### src/rtl/mux4_arb_pkg.sv
// Shared types and helpers for the 4-way round-robin arbiter with lane mux.
// Holds the FSM state enum, requester count and the rotating winner search.
package mux4_arb_pkg;

   localparam int N_REQ = 4;

   typedef enum logic {
      IDLE = 1'b0,
      BUSY = 1'b1
   } state_t;

   // Search order is ptr+1, ptr+2, ptr+3, ptr (mod 4); first requester found wins.
   function automatic logic [1:0] rr_winner(input logic [N_REQ-1:0] req,
                                            input logic [1:0]       ptr);
      logic [1:0] idx;
      logic [1:0] win;
      logic       found;
      win   = ptr;
      found = 1'b0;
      for (int i = 1; i <= N_REQ; i++) begin
         idx = ptr + 2'(i);
         if (!found && req[idx]) begin
            win   = idx;
            found = 1'b1;
         end
      end
      return win;
   endfunction

endpackage

### src/rtl/mux4_lane_sel.sv
// Combinational DW-wide 4:1 lane selector; drives zero whenever no grant is active.
module mux4_lane_sel
   import mux4_arb_pkg::*;
#(
   parameter int DW = 8
) (
   input  logic [N_REQ*DW-1:0] din,
   input  logic [1:0]          sel,
   input  logic                vld,
   output logic [DW-1:0]       dout
);

   logic [DW-1:0] lane [N_REQ];

   for (genvar gi = 0; gi < N_REQ; gi++) begin : g_lane
      assign lane[gi] = din[gi*DW +: DW];
   end

   assign dout = vld ? lane[sel] : '0;

endmodule

### src/rtl/mux4_arbiter.sv
// Round-robin 4-requester arbiter with a mandatory bubble between grants and a lane mux.
// Optional grant-hold limit and to_pulse strobe are enabled by defining ARB_TIMEOUT_EN.
module mux4_arbiter
   import mux4_arb_pkg::*;
#(
   parameter int DW       = 8,
   parameter int HOLD_MAX = 16
) (
   input  logic                clk,
   input  logic                rst_n,
   input  logic [N_REQ-1:0]    req,
   input  logic [N_REQ*DW-1:0] din,
   output logic [N_REQ-1:0]    gnt,
   output logic [1:0]          sel,
   output logic [DW-1:0]       dout,
   output logic                dout_vld
`ifdef ARB_TIMEOUT_EN
   ,
   output logic                to_pulse
`endif
);

   if (HOLD_MAX < 1) begin : g_hold_chk
      $error("mux4_arbiter: HOLD_MAX must be at least 1");
   end

   state_t           state_q, state_d;
   logic [N_REQ-1:0] gnt_q, gnt_d;
   logic [1:0]       sel_q, sel_d;
   logic [1:0]       ptr_q, ptr_d;
   logic [1:0]       win;

`ifdef ARB_TIMEOUT_EN
   localparam logic [7:0] HOLD_LAST = 8'(HOLD_MAX - 1);

   logic [7:0] hold_cnt_q, hold_cnt_d;
   logic       to_pulse_q, to_pulse_d;
`endif

   assign win = rr_winner(req, ptr_q);

   always_comb begin
      state_d = state_q;
      gnt_d   = gnt_q;
      sel_d   = sel_q;
      ptr_d   = ptr_q;
`ifdef ARB_TIMEOUT_EN
      hold_cnt_d = hold_cnt_q;
      to_pulse_d = 1'b0;
`endif
      case (state_q)
         IDLE: begin
            gnt_d = '0;
            if (|req) begin
               state_d = BUSY;
               sel_d   = win;
               ptr_d   = win;
               gnt_d   = 4'b0001 << win;
`ifdef ARB_TIMEOUT_EN
               hold_cnt_d = '0;
`endif
            end
         end
         BUSY: begin
            // Voluntary release takes precedence over a coincident forced release.
            if (!req[sel_q]) begin
               state_d = IDLE;
               gnt_d   = '0;
            end
`ifdef ARB_TIMEOUT_EN
            else if (hold_cnt_q == HOLD_LAST) begin
               state_d    = IDLE;
               gnt_d      = '0;
               to_pulse_d = 1'b1;
            end else begin
               hold_cnt_d = hold_cnt_q + 8'd1;
            end
`endif
         end
         default: begin
            state_d = IDLE;
            gnt_d   = '0;
         end
      endcase
   end

   always_ff @(posedge clk) begin
      if (!rst_n) begin
         state_q <= IDLE;
         gnt_q   <= '0;
         sel_q   <= 2'd0;
         ptr_q   <= 2'd3;
`ifdef ARB_TIMEOUT_EN
         hold_cnt_q <= '0;
         to_pulse_q <= 1'b0;
`endif
      end else begin
         state_q <= state_d;
         gnt_q   <= gnt_d;
         sel_q   <= sel_d;
         ptr_q   <= ptr_d;
`ifdef ARB_TIMEOUT_EN
         hold_cnt_q <= hold_cnt_d;
         to_pulse_q <= to_pulse_d;
`endif
      end
   end

   assign gnt      = gnt_q;
   assign sel      = sel_q;
   assign dout_vld = (state_q == BUSY);
`ifdef ARB_TIMEOUT_EN
   assign to_pulse = to_pulse_q;
`endif

   mux4_lane_sel #(
      .DW (DW)
   ) u_lane_sel (
      .din  (din),
      .sel  (sel_q),
      .vld  (dout_vld),
      .dout (dout)
   );

endmodule

### config.mk
export PLATFORM = sky130hd
export DESIGN_NAME = mux4_arbiter
export DESIGN_NICKNAME = d
export VERILOG_FILES = /design/src/rtl/mux4_arb_pkg.sv /design/src/rtl/mux4_lane_sel.sv /design/src/rtl/mux4_arbiter.sv
export SDC_FILE = /design/constraint.sdc
export NUM_CORES = 1
export LEC_CHECK = 0
export ABC_AREA = 1
export BUFFER_PORTS_ARGS = -buffer_cell sky130_fd_sc_hd__buf_2
export CAP_MARGIN = 0
export CORE_AREA = 2 2 52 54
export DETAILED_ROUTE_END_ITERATION = 6
export DIE_AREA = 0 0 54 56
export GPL_TIMING_DRIVEN = 0
export HOLD_SLACK_MARGIN = 0.12
export PLACE_DENSITY_LB_ADDON = 0.15
export SYNTH_ARGS = -nofsm -noshare
export SYNTH_HDL_FRONTEND = slang
export SYNTH_SLANG_ARGS = --single-unit
### constraint.sdc
create_clock -name clk -period 1.45 [get_ports clk]
set_input_delay 0.29 -clock clk [delete_from_list [all_inputs] [get_ports clk]]
set_output_delay 0.29 -clock clk [all_outputs]
set_load 0.03 [all_outputs]
==> results of run 1 <==
[area by class of cell]
type / instances / area [sq um]
buffer: 4 / 41.3
clock buffer: 4 / 26.3
fill: 230 / 808
inverter: 14 / 77.6
multi-input combinational: 142 / 846
sequential: 9 / 190
tap: 30 / 37.5
timing repair buffer: 62 / 405
[through the flow]
| step | area, sq um | hold slack [ps] | setup WS [ps] | power [uW] |
|---|---|---|---|---|
| final | 1620 | 277 | -210 | 3820 |
| after global routing | 1620 | 276 | -265 | 4130 |
| after CTS | 1470 | 283 | -148 | 3310 |
| after detailed placement | 1290 | 453 | -99.6 | 2750 |
| after global placement | 1290 | 450 | -79.4 | 2700 |
| after floorplan | 991 | 387 | -29.9 | 2250 |
[worst max-delay path: stages (launching register included)]
cell and delay, ps:
dfxtp_4 420, buf_6 150, nor2_4 30, nor2_2 110, o21ai_2 70, a21oi_2 180
buf_6 150
[placed cells by master (no fill, tap or decap), drive strengths merged]
| cell | n |
|---|---|
| a21oi | 16 |
| o211ai | 2 |
| nor2 | 36 |
| nand3 | 10 |
| nand2 | 57 |
| inv | 12 |
| o21ai | 21 |
| clkinv | 2 |
| buf | 64 |
| clkbuf | 6 |
| dfxtp | 9 |
[logic make-up after synthesis]
kind of cell | after synthesis
simple gates | 103
compound gates | 39
buf+inv | 19
flops | 9
[repair_timing]
item                       in CTS  in global routing
gates cloned                    1                  0
resized for setup              50                 38
pin swaps                      13                 25
setup endpoints to repair      15                 16
buffers inserted                8                  1
[flip-flops by register name, summed over array words and instances (netlist names)]
name,flops
ptr_q,2
gnt,4
dout_vld,1
sel,2
[Yosys cell counts]
cell      number  area, sq um
nand2_1       44          165
nor2_1        33          124
clkbuf_1       2         7.51
buf_1          1         3.75
o211ai_1       2         15.0
buf_2          1         5.00
inv_4          1         6.26
o21ai_0       18         90.1
inv_2          2         7.51
nand2_2       11         68.8
nand3_1        9         45.0
a21oi_1       16         80.1
nor2_2         3         18.8
nand2_4        2         22.5
inv_1          7         26.3
nand3_4        1         17.5
o21ai_1        3         15.0
inv_6          1         8.76
buf_6          1         11.3
dfxtp_1        9          180
clkinv_1       3         11.3
[worst min path at each step]
stage                     endpoint  slack (ps)  depth (start not counted)
after floorplan             sel[0]         390                          2
after global placement      gnt[1]         450                          2
after detailed placement    gnt[1]         450                          2
after CTS                 ptr_q[0]         280                          2
after global routing      ptr_q[1]         280                          2
final                     ptr_q[0]         280                          2
[metal layers]
metal | up-vias | part of all wire (%)
li1 | 680 | -
met1 | 586 | 40
met2 | 42 | 56
met3 | 4 | 4.3
met4 | 0 | 0.44
met5 | - | 0
[report_power, final]
part / leakage (uW) / switching [uW] / internal, uW
combinational: 0.000724 / 1920 / 1230
clock: 0.0000150 / 81.9 / 106
sequential: 0.0000752 / 113 / 376
==> results_tabular.tex, run 1 <==
\begin{tabular}{lr}
\hline
Metric & Value \\
\hline
\multicolumn{2}{l}{\textbf{Outcome}} \\
\quad Outcome & complete, but fails checks \\
\quad Violations in the final reports & setup timing \\
\multicolumn{2}{l}{\textbf{Power and ir drop}} \\
\quad Power Density & approximately 2400 nW/um\^{}2 \\
\quad Total leakage power & about 0.00081 uW \\
\quad Worst VDD drop & $\sim$0.0015 V \\
\multicolumn{2}{l}{\textbf{Placement}} \\
\quad Post-DP HPWL & 2.24 mm \\
\quad Global placer's final weighted congestion & $\sim$0.7 \\
\quad Count of placed standard cells including taps & 252 \\
\quad Number of buffers inserted by port buffering & between 50 and 60 \\
\multicolumn{2}{l}{\textbf{STA}} \\
\quad Max Clk Rate & around 0.6 GHz \\
\quad Tightest Pin Transition & between 200 and 300 ps \\
\quad Clock period minus worst slack & 1660 ps \\
\quad Setup tns final & -1550 ps \\
\quad Max transition margin & around 83\% \\
\quad Period utilisation layout & 114\% \\
\quad Worst clock skew & 3.92 ps \\
\quad Pins Over Slew Limit & 0 \\
\quad Number of endpoints with negative hold slack in the final report & 0 \\
\quad Final setup viols & 14 \\
\quad RSZ-0062 raised after global routing & yes \\
\quad Least setup slack across all paths after layout & -210 ps \\
\multicolumn{2}{l}{\textbf{Critical path}} \\
\quad Largest fanout on the critical path & 6 \\
\quad CP Data Arrival Time & 1370 ps \\
\quad Startpoint type of the worst setup path & flop \\
\quad Endpoint of the worst-slack reg-to-reg timing path & gnt[0] \\
\quad Logic depth of the worst register-to-register path & 12 \\
\quad Worst reg2reg setup slack & -90 ps \\
\quad Class of the most critical setup path & reg2out \\
\quad Worst setup EP type & primary output \\
\quad Reg-to-reg critical path startpoint & ptr\_q[1] \\
\quad Critical path data required time & $\sim$1200 ps \\
\quad Endpoint of the worst setup timing path & dout[0] \\
\quad Beginning of the critical path & sel[0] \\
\multicolumn{2}{l}{\textbf{Yosys}} \\
\quad Synthesized flop and latch total & 9 \\
\quad Xor/xnor share of the synthesized area & 0\% \\
\quad Cell area after synthesis & around 930 sq um \\
\quad Portion of netlist area occupied by mux cells & 0\% \\
\quad Share of the synthesized area in compound gates (AO/OA/AOI/OAI) & about 22\% \\
\quad Synth cell types & 21 \\
\quad Mapped Nets & 208 \\
\quad Mean area per synthesized cell & around 5.5 sq um \\
\quad Part of the Yosys area used for sequential elements & slightly below 20\% \\
\quad Simple-gate share of the synthesized area & about half \\
\quad Adder and majority gate portion of the synthesized area & 0\% \\
\quad Main combinational cell family by area after synthesis & simple AND/OR/NAND/NOR gates \\
\quad Cells after synthesis & 170 \\
\quad Synthesis warning total & 0 \\
\multicolumn{2}{l}{\textbf{Worst hold path}} \\
\quad Path type of the worst min-delay path & in2reg \\
\quad Hold Path Origin & rst\_n \\
\multicolumn{2}{l}{\textbf{Route}} \\
\quad Drt initial violations & 24 \\
\quad Vias/cell & 4.95 \\
\quad Remaining antenna violation count & 0 \\
\quad First-pass detailed-route iteration total & 4 \\
\quad Total routed wirelength & $\sim$3.2 mm \\
\quad Drt drc & 0 \\
\quad Vias after detailed routing & between 1,000 and 1,500 \\
\quad Per-cell routed wire length & $\sim$12 um \\
\multicolumn{2}{l}{\textbf{Clock network}} \\
\quad Clock Sinks & 9 \\
\quad Clk\_lat worst skew & approximately 250 ps \\
\quad Number of H-tree branching levels & 1 \\
\quad Clock tree from TritonCTS & done \\
\quad CTS root buf & clkbuf\_4 \\
\quad Number of buffers added to fix hold violations after cts & 0 \\
\quad Clock transition at path regs & roughly 60 ps \\
\quad Total CTS buffers & 3 \\
\quad Clk buf depth & 2 \\
\multicolumn{2}{l}{\textbf{Global route}} \\
\quad Largest net degree at the start of global routing & 11 \\
\quad Overflow left after global routing & 0 \\
\quad Global routing met3 resource utilization & around 2.4\% \\
\quad Antenna violations before repair & 0 \\
\quad GR Layer Usage met1 & a little under a quarter \\
\quad Most Crowded Layer GR & met2 \\
\quad Global routing usage summed across all routing layers & between 20\% and 30\% \\
\quad Global-route wire length before repair & approximately 5 mm \\
\quad Global Route met2 Usage & approximately two fifths \\
\quad Vias in the first global route & around 1,300 \\
\multicolumn{2}{l}{\textbf{Flow run}} \\
\quad \# Max-Cap Violations & 0 \\
\multicolumn{2}{l}{\textbf{Die}} \\
\quad Top Ports & 53 \\
\quad Starting density of the core & 38.2\% \\
\quad Die height & between 50 and 60 um \\
\quad Placement row count & 18 \\
\quad Horiz. Die Dim & 54 um \\
\quad Placeable Area & 2430 sq um \\
\quad Area of the die & 3020 sq um \\
\multicolumn{2}{l}{\textbf{Final layout}} \\
\quad Share of the core filled with cells & roughly two thirds \\
\quad Area grow syn2layout & 74.7\% \\
\quad Post-layout instance count excluding filler cells & between 200 and 300 \\
\quad Total inserted antenna cells & 0 \\
\quad Count of nets after finishing & about 270 \\
\quad Layout cells sized above 1 & 56.2\% \\
\hline
\end{tabular}
No activity file was read; power rests on OpenSTA's default activity.
==> run 2: changes to the inputs <==
--- a/config.mk
+++ b/config.mk
@@ -8,12 +8,13 @@
 export ABC_AREA = 1
 export BUFFER_PORTS_ARGS = -buffer_cell sky130_fd_sc_hd__buf_2
 export CAP_MARGIN = 0
-export CORE_AREA = 2 2 52 54
+export CORE_AREA = 2 2 55 57
 export DETAILED_ROUTE_END_ITERATION = 6
-export DIE_AREA = 0 0 54 56
+export DIE_AREA = 0 0 57 59
 export GPL_TIMING_DRIVEN = 0
 export HOLD_SLACK_MARGIN = 0.12
 export PLACE_DENSITY_LB_ADDON = 0.15
 export SYNTH_ARGS = -nofsm -noshare
 export SYNTH_HDL_FRONTEND = slang
+export SYNTH_HIERARCHICAL = 1
 export SYNTH_SLANG_ARGS = --single-unit
==> run 2 against run 1 <==
Effect of this change: first-iteration DRC count up 42%; critical endpoint is now dout[3]; utilization shrank 0.47 points; the flow still finishes with violations (setup timing); via count grew 6.6%; global-route usage shrank 1.7 points; die area up 11%.
==> results_tabular.tex, run 2 <==
\begin{tabular}{lr}
\hline
Metric & Value \\
\hline
\multicolumn{2}{l}{\textbf{Power and ir drop}} \\
\quad Part of the total power dissipated in combinational logic & 81.4\% (was 82.3\%) \\
\quad Power Density & 2060 nW/um\^{}2 (was 2360 nW/um\^{}2) \\
\quad Part of the power in registers & 13.4\% (was 12.8\%) \\
\quad Worst VDD drop & 0.00147 V (was 0.00151 V) \\
\quad NetSw & 2040 uW (was 2110 uW) \\
\quad Total leakage power & 0.00103 uW (was 0.000814 uW) \\
\quad Switching Fraction & 55.1\% (was 55.2\%) \\
\quad Total design power & 3700 uW (was 3820 uW) \\
\quad Internal power & 1660 uW (was 1710 uW) \\
\quad Share of total power in the clock network & 5.2\% (was 4.9\%) \\
\multicolumn{2}{l}{\textbf{Final layout}} \\
\quad Most common cell after layout, fill and taps aside & nand2\_1 (was buf\_2) \\
\quad Layout cells sized above 1 & 48.3\% (was 56.2\%) \\
\quad Count of nets after finishing & 308 (was 274) \\
\quad Commonest cells after routing, fill and taps aside & nand2\_1, buf\_2, inv\_1, nand3\_1, nand2\_2 (was buf\_2, nand2\_1, nor2\_1, nand2\_2, o21ai\_1) \\
\quad Final-layout fill cell count & 254 (was 230) \\
\quad Flip-flop count of the largest register, all copies and words added & 4 (unchanged) \\
\quad Area grow syn2layout & 65.8\% (was 74.7\%) \\
\quad Total inserted antenna cells & 0 (unchanged) \\
\quad Final Instance Area & 1800 sq um (was 1620 sq um) \\
\multicolumn{2}{l}{\textbf{Yosys}} \\
\quad Most common library cells after synthesis & nand2\_1, inv\_1, nand3\_1 (was nand2\_1, nor2\_1, o21ai\_0) \\
\quad Library cell occupying the most area in the post-synthesis netlist & nand2\_1 (was dfxtp\_1) \\
\quad Mean area per synthesized cell & 5.31 sq um (was 5.47 sq um) \\
\quad Synthesis warning total & 6 (was 0) \\
\quad Synthesized flop and latch total & 9 (unchanged) \\
\quad Share of the synthesized area in the top cell type & 26.0\% (was 19.4\%) \\
\quad Mapped Nets & 242 (was 208) \\
\quad Commonest register cell after synthesis & dfxtp\_1 (unchanged) \\
\quad Main area contributors after synthesis & nand2\_1, dfxtp\_1, inv\_1, nand3\_1, a21oi\_1 (was dfxtp\_1, nand2\_1, nor2\_1, o21ai\_0, a21oi\_1) \\
\quad Fraction of registers with async set or reset after synthesis & 0\% (unchanged) \\
\quad Part of the Yosys area used for sequential elements & 16.6\% (was 19.4\%) \\
\quad Synth cell types & 20 (was 21) \\
\quad Post-synth EDFFs & 0 (unchanged) \\
\quad Cells after synthesis & 204 (was 170) \\
\quad Cell area after synthesis & 1080 sq um (was 930 sq um) \\
\quad Most common cell in the synthesized netlist & nand2\_1 (unchanged) \\
\multicolumn{2}{l}{\textbf{STA}} \\
\quad Setup tns final & -1110 ps (was -1550 ps) \\
\quad Max Clk Rate & 0.630 GHz (was 0.602 GHz) \\
\quad Pins Over Slew Limit & 0 (unchanged) \\
\quad Final setup viols & 12 (was 14) \\
\quad Number of endpoints with negative hold slack in the final report & 0 (unchanged) \\
\quad Least setup slack across all paths after layout & -137 ps (was -210 ps) \\
\quad Clock period minus worst slack & 1590 ps (was 1660 ps) \\
\quad Period utilisation layout & 109\% (was 114\%) \\
\quad Tightest Pin Transition & 215 ps (was 258 ps) \\
\quad RSZ-0062 raised after global routing & yes (unchanged) \\
\quad Worst clock skew & 4.33 ps (was 3.92 ps) \\
\quad Max transition margin & 85.5\% (was 82.8\%) \\
\multicolumn{2}{l}{\textbf{Clock network}} \\
\quad Clk\_lat worst skew & 260 ps (was 250 ps) \\
\quad Number of H-tree branching levels & 1 (unchanged) \\
\quad Clock tree from TritonCTS & done (unchanged) \\
\quad Clock transition at path regs & 60 ps (about the same) \\
\quad Clk buf depth & 2 (unchanged) \\
\quad Total CTS buffers & 3 (unchanged) \\
\quad CTS root buf & clkbuf\_4 (unchanged) \\
\quad Clock Sinks & 9 (unchanged) \\
\quad Number of buffers added to fix hold violations after cts & 0 (unchanged) \\
\multicolumn{2}{l}{\textbf{Outcome}} \\
\quad Outcome & complete, but fails checks (unchanged) \\
\quad Violations in the final reports & setup timing (unchanged) \\
\multicolumn{2}{l}{\textbf{Die}} \\
\quad Area of the die & 3360 sq um (was 3020 sq um) \\
\quad Starting density of the core & 40.0\% (was 38.2\%) \\
\quad Die height & 59 um (was 56 um) \\
\quad Placeable Area & 2710 sq um (was 2430 sq um) \\
\quad Top Ports & 53 (unchanged) \\
\quad Horiz. Die Dim & 57 um (was 54 um) \\
\quad Placement row count & 19 (was 18) \\
\multicolumn{2}{l}{\textbf{Route}} \\
\quad Drt initial violations & 34 (was 24) \\
\quad Total routed wirelength & 3.21 mm (was 3.16 mm) \\
\quad Vias after detailed routing & 1,398 (was 1,312) \\
\quad Per-cell routed wire length & 10.7 um (was 11.9 um) \\
\quad Drt drc & 0 (unchanged) \\
\quad First-pass detailed-route iteration total & 4 (unchanged) \\
\quad Vias/cell & 4.66 (was 4.95) \\
\quad Remaining antenna violation count & 0 (unchanged) \\
\multicolumn{2}{l}{\textbf{Critical path}} \\
\quad Critical path data required time & 1160 ps (about the same) \\
\quad Largest fanout on the critical path & 10 (was 6) \\
\quad Startpoint type of the worst setup path & flop (unchanged) \\
\quad Worst setup EP type & primary output (unchanged) \\
\quad Largest stage delay on the critical path & 390 ps (was 420 ps) \\
\quad Family with the most delay on the worst path & flip-flops (unchanged) \\
\quad Crit path buffers/inverters & 3 (was 2) \\
\quad Class of the most critical setup path & reg2out (unchanged) \\
\quad Cell chain of the critical path & inv\_4 -> buf\_8 -> nand2\_2 -> nand3\_2 -> a21oi\_4 -> buf\_6 (was buf\_6 -> nor2\_4 -> nor2\_2 -> o21ai\_2 -> a21oi\_2 -> buf\_6) \\
\quad Slowest CP cell & dfxtp\_4 (unchanged) \\
\quad CP Data Arrival Time & 1300 ps (was 1370 ps) \\
\multicolumn{2}{l}{\textbf{Global route}} \\
\quad Antenna violations before repair & 0 (unchanged) \\
\quad Overflow left after global routing & 0 (unchanged) \\
\quad Global routing usage summed across all routing layers & 19.0\% (was 20.6\%) \\
\quad Largest net degree at the start of global routing & 13 (was 11) \\
\quad Vias in the first global route & 1,232 (was 1,276) \\
\quad Global-route wire length before repair & 5.20 mm (was 5.02 mm) \\
\multicolumn{2}{l}{\textbf{Placement}} \\
\quad Post-DP HPWL & 2.33 mm (was 2.24 mm) \\
\quad Placement-stage cell area & 1480 sq um (was 1290 sq um) \\
\quad Number of buffers inserted by port buffering & 52 (unchanged) \\
\quad Global placer's final weighted congestion & 0.804 (was 0.701) \\
\multicolumn{2}{l}{\textbf{Worst hold path}} \\
\quad Path type of the worst min-delay path & in2reg (unchanged) \\
\multicolumn{2}{l}{\textbf{Flow run}} \\
\quad \# Max-Cap Violations & 0 (unchanged) \\
\hline
\end{tabular}
==> run 2: changes by cell type in the layout (fill, tap and decap cells not counted), sizes merged, moves of 2 or more <==
cell      previous run  this run
inv                 12        45
nand2               57        88
nor2                36         5
nand3               10        26
o21ai               21         6
clkbuf               6         3
buf                 64        66
clkinvlp             0         2
==> run 2: area by class of cell <==
cell class | instances | area [sq um] | area share, %
multi-input combinational | 142 | 877 | 48.8
inverter | 48 | 204 | 11.4
clock inverter | 1 | 5.00 | 0.279
tap | 31 | 38.8 | 2.16
timing repair buffer | 63 | 418 | 23.3
sequential | 9 | 194 | 10.8
buffer | 3 | 37.5 | 2.09
clock buffer | 3 | 22.5 | 1.25
==> run 2: tightest hold or removal path, delay by kind of cell <==
kind / cells / cell delay [ps]
buffers and inverters: 2 / 150
AND/OR/NAND/NOR: 1 / 60
==> run 2: per-layer routing <==
metal	vias to the layer above	routed length (um)	global-route usage (%)
met5	-	0	0
met4	0	0	2.99
met3	0	200	2.18
met2	42	1630	34.3
met1	603	1380	24.9
li1	753	-	-
==> run 2: per-stage QoR <==
step           std cells  hold slack (ps)  setup WS (ps)  utilization, %
4_1_cts              298              251           -137            63.5
3_3_place_gp         287              455           -101            54.7
6_report             300              258           -137            66.3
3_5_place_dp         287              460          -90.6            54.7
2_1_floorplan        204              387           17.7               -
5_1_grt              300              260           -192            66.3
==> run 2: power groups by stage <==
stage	Clock, uW	Sequential, uW	Combinational, uW
6_report	192	495	3020
5_1_grt	207	512	3310
4_1_cts	199	479	2850
3_5_place_dp	0	455	2430
3_3_place_gp	0	457	2420
2_1_floorplan	0	611	1780
==> run 2: what timing repair did <==
action,CTS,global route
resized for setup,38,17
pin swaps,10,12
setup endpoints to repair,14,16
buffers inserted,9,2
hold endpoints to repair,0,0
==> run 2: logic make-up (layout without fill, tap and decap cells) <==
family                 Yosys count  in the layout  share of synthesized area, %
AND/OR/NAND/NOR                119            119                          50.5
flip-flops                       9              9                          16.6
buffers and inverters           53            118                          21.8
AO/OA/AOI/OAI                   23             23                          11.1
==> run 2: worst paths after layout <==
| check | startpoint | end | slack (ps) | cells after the start |
|---|---|---|---|---|
| setup / recovery | sel[0] | dout[3] | -140 | 6 |
| hold / removal | rst_n | sel[0] | 260 | 3 |
| setup reg to reg | ptr_q[0] | gnt[1] | -40 | 12 |
| hold reg to reg | gnt[3] | gnt[3] | 470 | 2 |
==> run 3: changes to the inputs <==
--- a/config.mk
+++ b/config.mk
@@ -8,9 +8,9 @@
 export ABC_AREA = 1
 export BUFFER_PORTS_ARGS = -buffer_cell sky130_fd_sc_hd__buf_2
 export CAP_MARGIN = 0
-export CORE_AREA = 2 2 55 57
+export CORE_AREA = 2 2 51 53
 export DETAILED_ROUTE_END_ITERATION = 6
-export DIE_AREA = 0 0 57 59
+export DIE_AREA = 0 0 53 55
 export GPL_TIMING_DRIVEN = 0
 export HOLD_SLACK_MARGIN = 0.12
 export PLACE_DENSITY_LB_ADDON = 0.15
==> constraint.sdc (replaced) <==
create_clock -name clk -period 1.85 [get_ports clk]
set_input_delay 0.37 -clock clk [delete_from_list [all_inputs] [get_ports clk]]
set_output_delay 0.37 -clock clk [all_outputs]
set_load 0.03 [all_outputs]
==> run 3 against run 2 <==
Effect of this change: the run now ends clean; die area is 13% lower; register-to-register slack better by 380 ps; clock power fell by 20%; wire length is 15% lower; non-clock buffer count is 9 lower; final area down 18%; clock-buffer cell count grew 1; clock skew shrank 0.53 ps; hold slack better by 84 ps; critical path type unchanged; largest power group unchanged.
==> results_tabular.tex, run 3 (same netlist as run 2, synthesis figures left out) <==
\begin{tabular}{lr}
\hline
Metric & Value \\
\hline
\multicolumn{2}{l}{\textbf{Final layout}} \\
\quad Commonest cells after routing, fill and taps aside & nand2\_1, buf\_2, inv\_1, nand3\_1, nand2\_2 (unchanged) \\
\quad Total inserted antenna cells & 0 (unchanged) \\
\quad Flip-flop count of the largest register, all copies and words added & 4 (unchanged) \\
\quad Count of nets after finishing & 299 (was 308) \\
\quad Area grow syn2layout & 35.8\% (was 65.8\%) \\
\quad Most common cell after layout, fill and taps aside & nand2\_1 (unchanged) \\
\quad Layout cells sized above 1 & 35.4\% (was 48.3\%) \\
\quad Final-layout fill cell count & 254 (unchanged) \\
\multicolumn{2}{l}{\textbf{Global route}} \\
\quad Overflow left after global routing & 0 (unchanged) \\
\quad Global routing usage summed across all routing layers & 18.2\% (was 19.0\%) \\
\quad Vias in the first global route & 1,029 (was 1,232) \\
\quad Global-route wire length before repair & 4.11 mm (was 5.20 mm) \\
\quad Antenna violations before repair & 0 (unchanged) \\
\quad Largest net degree at the start of global routing & 11 (was 13) \\
\multicolumn{2}{l}{\textbf{STA}} \\
\quad Final setup viols & 0 (was 12) \\
\quad Pins Over Slew Limit & 0 (unchanged) \\
\quad Number of endpoints with negative hold slack in the final report & 0 (unchanged) \\
\quad Tightest Pin Transition & 389 ps (was 215 ps) \\
\quad Least setup slack across all paths after layout & 55.5 ps (was -137 ps) \\
\quad Clock period minus worst slack & 1790 ps \\
\quad Worst clock skew & 3.80 ps (was 4.33 ps) \\
\quad Max transition margin & 74.1\% (was 85.5\%) \\
\quad Period utilisation layout & a little over nine tenths \\
\quad Max Clk Rate & about 0.56 GHz \\
\quad RSZ-0062 raised after global routing & no (was yes) \\
\quad Setup tns final & 0 ps (was -1110 ps) \\
\multicolumn{2}{l}{\textbf{Die}} \\
\quad Die height & 55 um (was 59 um) \\
\quad Starting density of the core & 45.8\% (was 40.0\%) \\
\quad Placement row count & 18 (was 19) \\
\quad Top Ports & 53 (unchanged) \\
\quad Horiz. Die Dim & 53 um (was 57 um) \\
\quad Placeable Area & 2360 sq um (was 2710 sq um) \\
\quad Area of the die & 2920 sq um (was 3360 sq um) \\
\multicolumn{2}{l}{\textbf{Critical path}} \\
\quad CP Data Arrival Time & 1420 ps (was 1300 ps) \\
\quad Critical path data required time & 1480 ps (was 1160 ps) \\
\quad Most numerous cell on the critical path & buf\_6 \\
\quad Largest stage delay on the critical path & 370 ps (was 390 ps) \\
\quad Logic depth of the worst register-to-register path & 13 (was 12) \\
\quad Endpoint of the worst-slack reg-to-reg timing path & ptr\_q[1] (was gnt[1]) \\
\quad Slowest CP cell & dfxtp\_4 (unchanged) \\
\quad Cell chain of the critical path & buf\_6 -> inv\_4 -> buf\_6 -> nand2\_2 -> nand3\_1 -> a21oi\_2 -> buf\_2 (was inv\_4 -> buf\_8 -> nand2\_2 -> nand3\_2 -> a21oi\_4 -> buf\_6) \\
\quad Reg-to-reg critical path startpoint & ptr\_q[0] (unchanged) \\
\quad Beginning of the critical path & sel[0] (unchanged) \\
\quad Worst setup EP type & primary output (unchanged) \\
\quad Class of the most critical setup path & reg2out (unchanged) \\
\quad Startpoint type of the worst setup path & flop (unchanged) \\
\quad Worst reg2reg setup slack & 340 ps (was -40 ps) \\
\quad Largest fanout on the critical path & 10 (unchanged) \\
\multicolumn{2}{l}{\textbf{Clock network}} \\
\quad Clock tree from TritonCTS & done (unchanged) \\
\quad Number of buffers added to fix hold violations after cts & 0 (unchanged) \\
\quad Number of buffers added for setup after CTS & 0 (was 9) \\
\quad Total CTS buffers & 3 (unchanged) \\
\quad Number of H-tree branching levels & 1 (unchanged) \\
\quad Clock transition at path regs & 60 ps (about the same) \\
\quad CTS root buf & clkbuf\_4 (unchanged) \\
\quad Clock Sinks & 9 (unchanged) \\
\quad Clk\_lat worst skew & 260 ps (about the same) \\
\quad Clk buf depth & 2 (unchanged) \\
\multicolumn{2}{l}{\textbf{Route}} \\
\quad Per-cell routed wire length & 9.39 um (was 10.7 um) \\
\quad Drt drc & 0 (unchanged) \\
\quad Routed metal-1 wirelength & 1.25 mm (was 1.38 mm) \\
\quad Max Used Layer & met4 (was met3) \\
\quad Wire length on met2 & 1.25 mm (was 1.63 mm) \\
\quad First-pass detailed-route iteration total & 4 (unchanged) \\
\quad Total routed wirelength & 2.72 mm (was 3.21 mm) \\
\quad Vias after detailed routing & 1,308 (was 1,398) \\
\quad Remaining antenna violation count & 0 (unchanged) \\
\quad Vias/cell & 4.51 (was 4.66) \\
\quad Drt initial violations & 24 (was 34) \\
\quad Met3 Routed Length & 209 um (was 200 um) \\
\multicolumn{2}{l}{\textbf{Power and ir drop}} \\
\quad Worst VDD drop & 0.00107 V (was 0.00147 V) \\
\quad Power Density & 1600 nW/um\^{}2 (was 2060 nW/um\^{}2) \\
\quad Total leakage power & 0.000907 uW (was 0.00103 uW) \\
\multicolumn{2}{l}{\textbf{Placement}} \\
\quad Placement-stage worst setup slack & 246 ps (was -90.6 ps) \\
\quad Number of buffers inserted by port buffering & 52 (unchanged) \\
\quad Post-DP HPWL & 2.16 mm (was 2.33 mm) \\
\quad Global placer's final weighted congestion & 0.771 (was 0.804) \\
\multicolumn{2}{l}{\textbf{Worst hold path}} \\
\quad Hold Path Origin & rst\_n (unchanged) \\
\quad Hold Path Sink & ptr\_q[0] (was sel[0]) \\
\quad Path type of the worst min-delay path & in2reg (unchanged) \\
\quad Hold Path Depth & 2 (was 3) \\
\multicolumn{2}{l}{\textbf{Flow run}} \\
\quad \# Max-Cap Violations & 0 (unchanged) \\
\multicolumn{2}{l}{\textbf{Outcome}} \\
\quad Outcome & finished, final reports clean (was complete, but fails checks) \\
\hline
\end{tabular}
==> run 3: metrics by stage <==
stage | instances | instance area [sq um] | hold WS [ps] | total power [uW] | util, %
after floorplan | 204 | 1110 | 468 | 1770 | -
after global placement | 286 | 1410 | 455 | 2130 | 59.7
after detailed placement | 286 | 1410 | 459 | 2140 | 59.7
after CTS | 290 | 1450 | 339 | 2320 | 61.1
after global routing | 290 | 1470 | 350 | 2570 | 62.2
final | 290 | 1470 | 342 | 2350 | 62.2
==> run 3: routing by layer <==
metal | global-route usage (%) | vias up
met2 | 33.3 | 40
met1 | 22.9 | 539
li1 | - | 726
met4 | 3.85 | 0
met5 | 0 | -
met3 | 2.42 | 3
==> run 3: final cells by class <==
class | count | area [sq um] | share of cell area, %
repair buffers | 52 | 279 | 19.0
flip-flops and latches | 9 | 185 | 12.6
clock buffers | 4 | 26.3 | 1.79
multi-input cells | 142 | 697 | 47.4
inverters | 48 | 194 | 13.2
plain buffers | 5 | 52.6 | 3.57
well taps | 30 | 37.5 | 2.55
==> run 3: where the power goes <==
part / internal [uW] / total [uW] / leakage (uW) / switching (uW)
Clock: 83.3 / 154 / 0.0000150 / 70.5
Sequential: 287 / 353 / 0.0000753 / 66.4
Combinational: 644 / 1840 / 0.000816 / 1200
==> run 3: worst max-delay path by stage <==
| stage | end | slack [ps] | cells past startpoint |
|---|---|---|---|
| global placement | dout[2] | 250 | 5 |
| floorplan | dout[4] | 110 | 6 |
| CTS | dout[3] | 30 | 7 |
| detailed placement | dout[3] | 250 | 7 |
| global route | dout[3] | 9 | 6 |
| finish | dout[4] | 60 | 7 |
==> run 3: what timing repair did <==
action / in CTS / in global routing
hold endpoints to repair: 0 / 0
gates resized for setup: 3 / 15
endpoints found under the setup margin: 8 / 8
==> run 3: critical path, delay by kind of cell (launching register included) <==
kind | cells | cell delay (ps)
buffers and inverters | 4 | 520
AND/OR/NAND/NOR | 2 | 130
flip-flops | 1 | 370
AO/OA/AOI/OAI | 1 | 130
